[src/rtl/div_ctrl_pkg.sv]
// Shared constants, types and helpers for the multi-cycle divide sequencer.
// State codes, handshake levels and decoder op codes all live here.
package div_ctrl_pkg;

    localparam int unsigned DIV_WIDTH = 32;
    localparam int unsigned DIV_CNT_W = $clog2(DIV_WIDTH);

    typedef enum logic [1:0] {
        DIV_FREE   = 2'b00,
        DIV_BYZERO = 2'b01,
        DIV_ON     = 2'b10,
        DIV_END    = 2'b11
    } div_state_e;

    localparam logic DIV_RESULT_READY     = 1'b1;
    localparam logic DIV_RESULT_NOT_READY = 1'b0;
    localparam logic DIV_START            = 1'b1;
    localparam logic DIV_STOP             = 1'b0;

    // SPECIAL-class function codes and the ALU ops the decoder emits for them
    localparam logic [5:0] FUNCT_DIV   = 6'b011010;
    localparam logic [5:0] FUNCT_DIVU  = 6'b011011;
    localparam logic [7:0] EXE_DIV_OP  = 8'b00011010;
    localparam logic [7:0] EXE_DIVU_OP = 8'b00011011;

    typedef struct packed {
        logic [DIV_WIDTH-1:0] hi;
        logic [DIV_WIDTH-1:0] lo;
    } div_result_t;

    function automatic logic [DIV_WIDTH-1:0] div_neg(input logic [DIV_WIDTH-1:0] x);
        return ~x + DIV_WIDTH'(1);
    endfunction

    // Most negative value maps to itself, read back as unsigned 2^(W-1)
    function automatic logic [DIV_WIDTH-1:0] div_abs(input logic [DIV_WIDTH-1:0] x,
                                                     input logic is_signed);
        return (is_signed && x[DIV_WIDTH-1]) ? div_neg(x) : x;
    endfunction

endpackage

[src/rtl/div_ctrl_if.sv]
// EX-stage <-> divider handshake: request operands in, {HI,LO} result and stall out.
interface div_ctrl_if;
    import div_ctrl_pkg::*;

    logic                   start_i;
    logic                   signed_i;
    logic                   annul_i;
    logic [DIV_WIDTH-1:0]   opdata1_i;
    logic [DIV_WIDTH-1:0]   opdata2_i;
    logic [2*DIV_WIDTH-1:0] result_o;
    logic                   ready_o;
    logic                   stall_o;

    modport master (
        output start_i, signed_i, annul_i, opdata1_i, opdata2_i,
        input  result_o, ready_o, stall_o
    );

    modport slave (
        input  start_i, signed_i, annul_i, opdata1_i, opdata2_i,
        output result_o, ready_o, stall_o
    );

endinterface

[src/rtl/div_ctrl_step.sv]
// One radix-2 restoring iteration: shift in the next dividend bit, trial-subtract,
// keep the difference when there is no borrow.
module div_step
    import div_ctrl_pkg::*;
#(
    parameter int unsigned W = DIV_WIDTH
) (
    input  logic [W-1:0] rem_i,
    input  logic         dvd_bit_i,
    input  logic [W-1:0] divisor_i,
    output logic [W-1:0] rem_o,
    output logic         q_bit_o
);

    logic [W:0] shifted;
    logic [W:0] trial;

    // Partial remainder stays below the divisor, so W+1 bits hold the trial exactly
    assign shifted = {rem_i, dvd_bit_i};
    assign trial   = shifted - {1'b0, divisor_i};
    assign q_bit_o = ~trial[W];
    assign rem_o   = q_bit_o ? trial[W-1:0] : shifted[W-1:0];

endmodule

[src/rtl/div_ctrl.sv]
// Divide sequencer: 32-step restoring division over shared dividend/quotient and
// partial-remainder registers, with stall, annul and divide-by-zero handling.
module div_ctrl
    import div_ctrl_pkg::*;
(
    input logic       clk,
    input logic       resetn,
    div_ctrl_if.slave bus
);

    localparam int unsigned W = DIV_WIDTH;

    div_state_e             state_q,    state_d;
    logic [DIV_CNT_W-1:0]   cnt_q,      cnt_d;
    logic [W-1:0]           dvd_q,      dvd_d;
    logic [W-1:0]           dsr_q,      dsr_d;
    logic [W-1:0]           rem_q,      rem_d;
    logic                   neg_quot_q, neg_quot_d;
    logic                   neg_rem_q,  neg_rem_d;
    logic                   ready_q,    ready_d;
    logic [2*W-1:0]         result_q,   result_d;

    logic [W-1:0]           rem_next;
    logic                   q_bit;
    logic [W-1:0]           quot_raw;
    div_result_t            res_fix;

    div_step #(.W(W)) u_step (
        .rem_i     (rem_q),
        .dvd_bit_i (dvd_q[W-1]),
        .divisor_i (dsr_q),
        .rem_o     (rem_next),
        .q_bit_o   (q_bit)
    );

    // Dividend register doubles as the quotient: MSBs shift out as quotient bits shift in
    assign quot_raw = {dvd_q[W-2:0], q_bit};

    always_comb begin
        state_d    = state_q;
        cnt_d      = cnt_q;
        dvd_d      = dvd_q;
        dsr_d      = dsr_q;
        rem_d      = rem_q;
        neg_quot_d = neg_quot_q;
        neg_rem_d  = neg_rem_q;
        ready_d    = ready_q;
        result_d   = result_q;
        res_fix.hi = neg_rem_q  ? div_neg(rem_next) : rem_next;
        res_fix.lo = neg_quot_q ? div_neg(quot_raw) : quot_raw;

        unique case (state_q)
            DIV_FREE: begin
                if (bus.start_i == DIV_START && !bus.annul_i) begin
                    if (bus.opdata2_i == '0) begin
                        state_d = DIV_BYZERO;
                    end else begin
                        dvd_d      = div_abs(bus.opdata1_i, bus.signed_i);
                        dsr_d      = div_abs(bus.opdata2_i, bus.signed_i);
                        rem_d      = '0;
                        neg_quot_d = bus.signed_i & (bus.opdata1_i[W-1] ^ bus.opdata2_i[W-1]);
                        neg_rem_d  = bus.signed_i & bus.opdata1_i[W-1];
                        cnt_d      = '0;
                        state_d    = DIV_ON;
                    end
                end
            end
            DIV_BYZERO: begin
                result_d = '0;
                ready_d  = DIV_RESULT_READY;
                state_d  = DIV_END;
            end
            DIV_ON: begin
                dvd_d = quot_raw;
                rem_d = rem_next;
                cnt_d = cnt_q + DIV_CNT_W'(1);
                if (cnt_q == DIV_CNT_W'(W - 1)) begin
                    result_d = res_fix;
                    ready_d  = DIV_RESULT_READY;
                    state_d  = DIV_END;
                end
            end
            DIV_END: begin
                if (bus.start_i == DIV_STOP) begin
                    result_d = '0;
                    ready_d  = DIV_RESULT_NOT_READY;
                    state_d  = DIV_FREE;
                end
            end
            default: state_d = DIV_FREE;
        endcase

        // Flush wins over every in-flight transition
        if (bus.annul_i && state_q != DIV_FREE) begin
            state_d  = DIV_FREE;
            cnt_d    = '0;
            result_d = '0;
            ready_d  = DIV_RESULT_NOT_READY;
        end
    end

    always_ff @(posedge clk or negedge resetn) begin
        if (!resetn) begin
            state_q    <= DIV_FREE;
            cnt_q      <= '0;
            dvd_q      <= '0;
            dsr_q      <= '0;
            rem_q      <= '0;
            neg_quot_q <= 1'b0;
            neg_rem_q  <= 1'b0;
            ready_q    <= DIV_RESULT_NOT_READY;
            result_q   <= '0;
        end else begin
            state_q    <= state_d;
            cnt_q      <= cnt_d;
            dvd_q      <= dvd_d;
            dsr_q      <= dsr_d;
            rem_q      <= rem_d;
            neg_quot_q <= neg_quot_d;
            neg_rem_q  <= neg_rem_d;
            ready_q    <= ready_d;
            result_q   <= result_d;
        end
    end

    assign bus.ready_o  = ready_q;
    assign bus.result_o = result_q;
    assign bus.stall_o  = bus.start_i & ~ready_q & ~bus.annul_i;

endmodule

[src/flat_wrapper.sv]
// flat-port wrapper written by rule: the top's interface ports become plain ports
module div_ctrl_flat import div_ctrl_pkg::*;
  (clk, resetn, bus_start_i, bus_signed_i, bus_annul_i, bus_opdata1_i, bus_opdata2_i, bus_result_o, bus_ready_o, bus_stall_o);
  div_ctrl_if bus_i ();
  input logic clk;
  input logic resetn;
  input wire logic [$bits(bus_i.start_i)-1:0] bus_start_i;
  input wire logic [$bits(bus_i.signed_i)-1:0] bus_signed_i;
  input wire logic [$bits(bus_i.annul_i)-1:0] bus_annul_i;
  input wire logic [$bits(bus_i.opdata1_i)-1:0] bus_opdata1_i;
  input wire logic [$bits(bus_i.opdata2_i)-1:0] bus_opdata2_i;
  output wire logic [$bits(bus_i.result_o)-1:0] bus_result_o;
  output wire logic [$bits(bus_i.ready_o)-1:0] bus_ready_o;
  output wire logic [$bits(bus_i.stall_o)-1:0] bus_stall_o;
  assign bus_i.start_i = bus_start_i;
  assign bus_i.signed_i = bus_signed_i;
  assign bus_i.annul_i = bus_annul_i;
  assign bus_i.opdata1_i = bus_opdata1_i;
  assign bus_i.opdata2_i = bus_opdata2_i;
  assign bus_result_o = bus_i.result_o;
  assign bus_ready_o = bus_i.ready_o;
  assign bus_stall_o = bus_i.stall_o;
  div_ctrl u_core (.clk(clk), .resetn(resetn), .bus(bus_i));
endmodule
[config.mk]
export PLATFORM = sky130hd
export DESIGN_NAME = div_ctrl_flat
export DESIGN_NICKNAME = d
export VERILOG_FILES = /design/src/rtl/div_ctrl_pkg.sv /design/src/rtl/div_ctrl_if.sv /design/src/rtl/div_ctrl_step.sv /design/src/rtl/div_ctrl.sv /design/src/flat_wrapper.sv
export SDC_FILE = /design/constraint.sdc
export NUM_CORES = 1
export LEC_CHECK = 0
export BUFFER_PORTS_ARGS = -buffer_cell sky130_fd_sc_hd__buf_4
export CAP_MARGIN = 10
export CORE_AREA = 2 2 178 163
export CTS_CLUSTER_DIAMETER = 200
export DETAILED_ROUTE_END_ITERATION = 7
export DIE_AREA = 0 0 180 165
export PLACE_DENSITY_LB_ADDON = 0.05
export SKIP_CTS_REPAIR_TIMING = 1
export SYNTH_ARGS = -nofsm -noshare
export SYNTH_HDL_FRONTEND = slang
export SYNTH_SLANG_ARGS = --single-unit
[constraint.sdc]
create_clock -name clk -period 4.8 [get_ports clk]
set_input_delay 0.72 -clock clk [delete_from_list [all_inputs] [get_ports clk]]
set_output_delay 0.72 -clock clk [all_outputs]
set_load 0.02 [all_outputs]
==> impl.org <==
** Run status
- Status :: finished clean

** Finish
- Final core occ :: 52.1%
- The repair_antennas step left the layout with diodes totalling 0.
- After the last flow step, the layout net total stands at ~1,800.
- Number of filler cells placed in the layout :: approximately 2,700
- Fraction of layout cells with a size suffix above 1 :: 14.6%
- Compared with the post-synthesis result, the final layout area differs by 16.6%.

** STA
- For the final database, setup skew stands at 19.1 ps.
- Setup repair after global routing left no endpoint under its margin.
- The hold violation count in the final report came to 0.
- The clock period could shrink to 4460 ps.
- Headroom to the max-slew limit :: approximately a fifth
- The max-slew violation count was 0.
- Timing-limited maximum frequency :: between 200 and 250 MHz
- Final setup violation count :: 0
- For the pin with the worst max-slew slack, the measured transition is roughly 1200 ps.
- Adding up every negative setup slack in the final design gives 0 ps.
- Of the available clock period, the critical path in the final layout requires between 90 and 100%.

** Critical path
- Register-to-Register Path Depth :: 16
- STA puts the critical path data required time at between 5000 and 6000 ps.
- In this run the worst path has a maximum fanout of 4.
- The worst setup path is launched from a flop.
- The worst register-to-register path ends at u_core.bus.result_o[63].
- The most critical setup path has its endpoint at u_core.bus.result_o[63].
- Type of the setup path with the least slack :: flop to flop
- The worst register-to-register path begins at u_core.dvd_q[31].
- The worst setup path is captured at a flop.
- Worst path arrival time :: between 4000 and 5000 ps
- Reg2Reg Setup Slack :: roughly 340 ps
- In this run the worst setup path begins at u_core.dvd_q[31].

** Clock network
- H-tree levels :: 4
- Counting along the longest clock path gives a buffer depth of 2.
- After clock tree synthesis, the clock-pin slew on the worst setup and hold paths is 80 ps.
- Clock Latency Late Sink :: 440 ps
- CTS sink cnt :: 170
- Root Buffer Master :: sky130_fd_sc_hd__clkbuf_16
- The number of clock buffers added by TritonCTS is 17.
- CTS tree :: built

** GRT
- In the global route stage, overall resource usage came out at 25.2%.
- Maximum number of pins on one net before global-route repair :: between 90 and 100
- Via count of the first global-routing pass :: 10,600
- Initial antenna violation count :: 0
- The first global-routing pass estimated approximately 60,000 um of wire.
- Total gr overflow :: 0

** Detailed routing
- The first routing iteration left approximately 930 violations.
- The first detailed-routing pass ran for 6 iterations.
- Once detail routing completed, the nets flagged for antenna violations numbered 0.
- In the routed layout, each cell is associated on average with a via count of between 5 and 6.
- Dividing the detail-routed wire length by the instance count gives between 15 and 20 um.
- DRT Wirelength :: ~37,000 um
- After detailed routing, the number of remaining DRC violations is 0.
- Across all layers, the routed design uses approximately 11,000 vias.

** Pwr
- In this run the power spent charging and discharging nets is 5.56 mW.
- Maximum vdd ir drop :: just under 0.0003 V
- Power density over the cells :: between 700 and 800 mW/mm^2
- Internal power comes to around 5.3 mW.
- Combinational power share :: between 60% and 70%
- Registers are responsible for between 20% and 30% of the overall power.
- Summed over all cells, the static leakage comes to approximately 6.3 nW.
- Proportion of power drawn by the clock network :: 13.3%
- Net switching is 51.2% of the power.

** Die
- Die extent in x :: ~180 um
- Placeable core region :: around 0.028 sq mm
- During I/O placement, the number of pins put on the boundary was approximately 140.
- The die covers approximately 0.030 sq mm.
- In this run the vertical extent of the chip is between 150 and 200 um.
- Number of rows in the core area :: 58
- Starting Density :: between 40 and 50%

** Hold path
- The tightest min-delay check is of the input port to asynchronous set/reset pin type.

** Logic synthesis
- Count of cell types in the netlist :: 85
- Counting flops with a built-in enable in the synthesized netlist gives 0.
- Post-synth top flop :: sky130_fd_sc_hd__dfrtp_1
- Post-synthesis instance area :: around 0.012 sq mm
- Average cell area after synthesis :: ~8.0 sq um
- In the post-synthesis netlist, the biggest area contributors are sky130_fd_sc_hd__dfrtp_1 34%, sky130_fd_sc_hd__nand2_1 7.2%, sky130_fd_sc_hd__o21ai_0 6.9%, sky130_fd_sc_hd__a21oi_1 5.8%, sky130_fd_sc_hd__xor2_1 4.9%.
- Post-synth ARST share :: 100%
- The number of nets in the synthesized netlist is between 1,500 and 2,000.
- The synthesized design devotes to its leading area cell type roughly 34% of total area.
- Sequential cells were found to cover between 30% and 40% of the synthesized design area.
- Warnings, synthesis :: 0
- Post-synth top area cell :: sky130_fd_sc_hd__dfrtp_1
- Post-Synthesis Cells :: between 1,500 and 2,000
- The synthesized design contains 170 register bits.

** Place
- Port Buffer Count :: ~130
- Routability cong. :: 0.940
- Summed over all nets, the half-perimeter wirelength after detailed placement is between 20,000 and 30,000 um.

** Flow run
- Count of max-cap constraint violations :: 0
==> worst max-delay path, cell delays in order (launching register included) <==
cell and delay [ps]:
sky130_fd_sc_hd__dfrtp_1 410, sky130_fd_sc_hd__inv_1 90, sky130_fd_sc_hd__ha_1 160, sky130_fd_sc_hd__inv_1 50, sky130_fd_sc_hd__fa_2 380, sky130_fd_sc_hd__a211oi_2 260
sky130_fd_sc_hd__o21ai_0 250, sky130_fd_sc_hd__xor2_1 270, sky130_fd_sc_hd__a2111oi_4 440, sky130_fd_sc_hd__o2111ai_1 220, sky130_fd_sc_hd__a2111o_1 520, sky130_fd_sc_hd__a222oi_1 290
sky130_fd_sc_hd__buf_4 180, sky130_fd_sc_hd__nand4bb_1 210, sky130_fd_sc_hd__o41ai_2 360, sky130_fd_sc_hd__xnor2_1 150, sky130_fd_sc_hd__o21ai_1 70
==> metrics by stage <==
step           hold slack, ps  setup WS, ps  total power, mW  instance area, sq um  cells
3_3_place_gp              465          64.2             9.23                 13800   1986
2_1_floorplan             424           168             7.12                 12400   1540
6_report                  348           337             10.8                 14400   2021
3_5_place_dp              472           115             9.28                 13800   1986
5_1_grt                   434          18.4             11.7                 14400   2021
4_1_cts                   401           226             10.7                 14400   2018
==> cell type report <==
class	count	area [sq um]	share of cell area [%]
Multi-Input combinational cell	1227	7540	52.3
Timing Repair Buffer	171	1330	9.19
Clock buffer	18	439	3.05
Inverter	61	229	1.59
Tap cell	360	450	3.13
Sequential cell	170	4250	29.5
Clock inverter	14	173	1.20
==> cell usage in the layout, fill, tap and decap left out, types with 9 or more instances in the layout <==
| cell | count |
|---|---|
| sky130_fd_sc_hd__ha_1 | 39 |
| sky130_fd_sc_hd__mux2i_1 | 18 |
| sky130_fd_sc_hd__nor4_1 | 17 |
| sky130_fd_sc_hd__xor2_1 | 69 |
| sky130_fd_sc_hd__o41ai_1 | 10 |
| sky130_fd_sc_hd__inv_1 | 59 |
| sky130_fd_sc_hd__o21ai_1 | 9 |
| sky130_fd_sc_hd__nand2_1 | 238 |
| sky130_fd_sc_hd__nand2b_1 | 17 |
| sky130_fd_sc_hd__and3_1 | 11 |
| sky130_fd_sc_hd__or3_1 | 17 |
| sky130_fd_sc_hd__and2_1 | 13 |
| sky130_fd_sc_hd__clkbuf_16 | 17 |
| sky130_fd_sc_hd__buf_4 | 167 |
| sky130_fd_sc_hd__o21ai_0 | 170 |
| sky130_fd_sc_hd__o21a_1 | 13 |
| sky130_fd_sc_hd__a21o_1 | 10 |
| sky130_fd_sc_hd__a31oi_1 | 9 |
| sky130_fd_sc_hd__nor3_1 | 29 |
| sky130_fd_sc_hd__nand4_1 | 10 |
| sky130_fd_sc_hd__nand3_1 | 14 |
| sky130_fd_sc_hd__nor2_1 | 118 |
| sky130_fd_sc_hd__o31ai_1 | 58 |
| sky130_fd_sc_hd__a211oi_1 | 11 |
| sky130_fd_sc_hd__xnor2_1 | 62 |
| sky130_fd_sc_hd__dfrtp_1 | 170 |
| sky130_fd_sc_hd__a21oi_1 | 143 |
==> worst min path at each step <==
stage,start,to,cells after the start
4_1_cts,resetn,u_core.bus.result_o[44],1
3_3_place_gp,u_core.bus.result_o[0],u_core.bus.result_o[0],2
3_5_place_dp,u_core.bus.result_o[11],u_core.bus.result_o[11],2
6_report,resetn,u_core.bus.result_o[44],1
2_1_floorplan,resetn,u_core.bus.ready_o,0
5_1_grt,resetn,u_core.bus.result_o[46],1
==> power by group through the flow <==
stage | clock network [mW] | logic [mW] | registers [mW]
5_1_grt | 1.52 | 7.59 | 2.59
3_5_place_dp | 0 | 6.75 | 2.53
6_report | 1.44 | 6.90 | 2.51
3_3_place_gp | 0 | 6.72 | 2.51
4_1_cts | 1.47 | 6.77 | 2.50
2_1_floorplan | 0 | 4.51 | 2.60
==> registers in the layout (all words and copies together) (netlist names) <==
name,count
u_core.state_q,2
u_core.bus.ready_o,1
u_core.dsr_q,32
u_core.cnt_q,5
u_core.rem_q,32
u_core.neg_rem_q,1
u_core.bus.result_o,64
u_core.dvd_q,32
u_core.neg_quot_q,1
==> synth_stat cells (all sizes together), types with 13 or more instances <==
cell / instances
nor3: 30
o21ai: 179
and2: 14
o21a: 15
buf: 34
nand2b: 17
clkbuf: 48
nand3: 15
ha: 42
mux2i: 19
a211oi: 13
nor2: 119
nand2: 238
inv: 60
xnor2: 62
nor4: 19
dfrtp: 170
or3: 18
xor2: 69
o31ai: 60
a21oi: 143
==> per-layer routing <==
metal	vias to the layer above	part of all wire (%)	global-route usage, %
met5	-	0	0
met4	0	0.57	4.73
met3	18	6.1	3.13
met2	334	41	35.9
met1	5440	52	40.5
li1	5705	-	-
==> cell families (layout without fill, tap and decap cells) <==
| logic type | Yosys count | in the layout | synth area share, % |
|---|---|---|---|
| AOI/OAI and AO/OA | 502 | 502 | 25.2 |
| xor gates and xnor gates | 131 | 131 | 9.28 |
| adders and majority gates | 43 | 43 | 4.41 |
| buffers and inverters | 143 | 264 | 4.86 |
| DFF | 170 | 170 | 34.4 |
| muxes | 24 | 24 | 1.99 |
| and+or+nand+nor | 527 | 527 | 19.8 |
(Power assumes the default switching activity.)
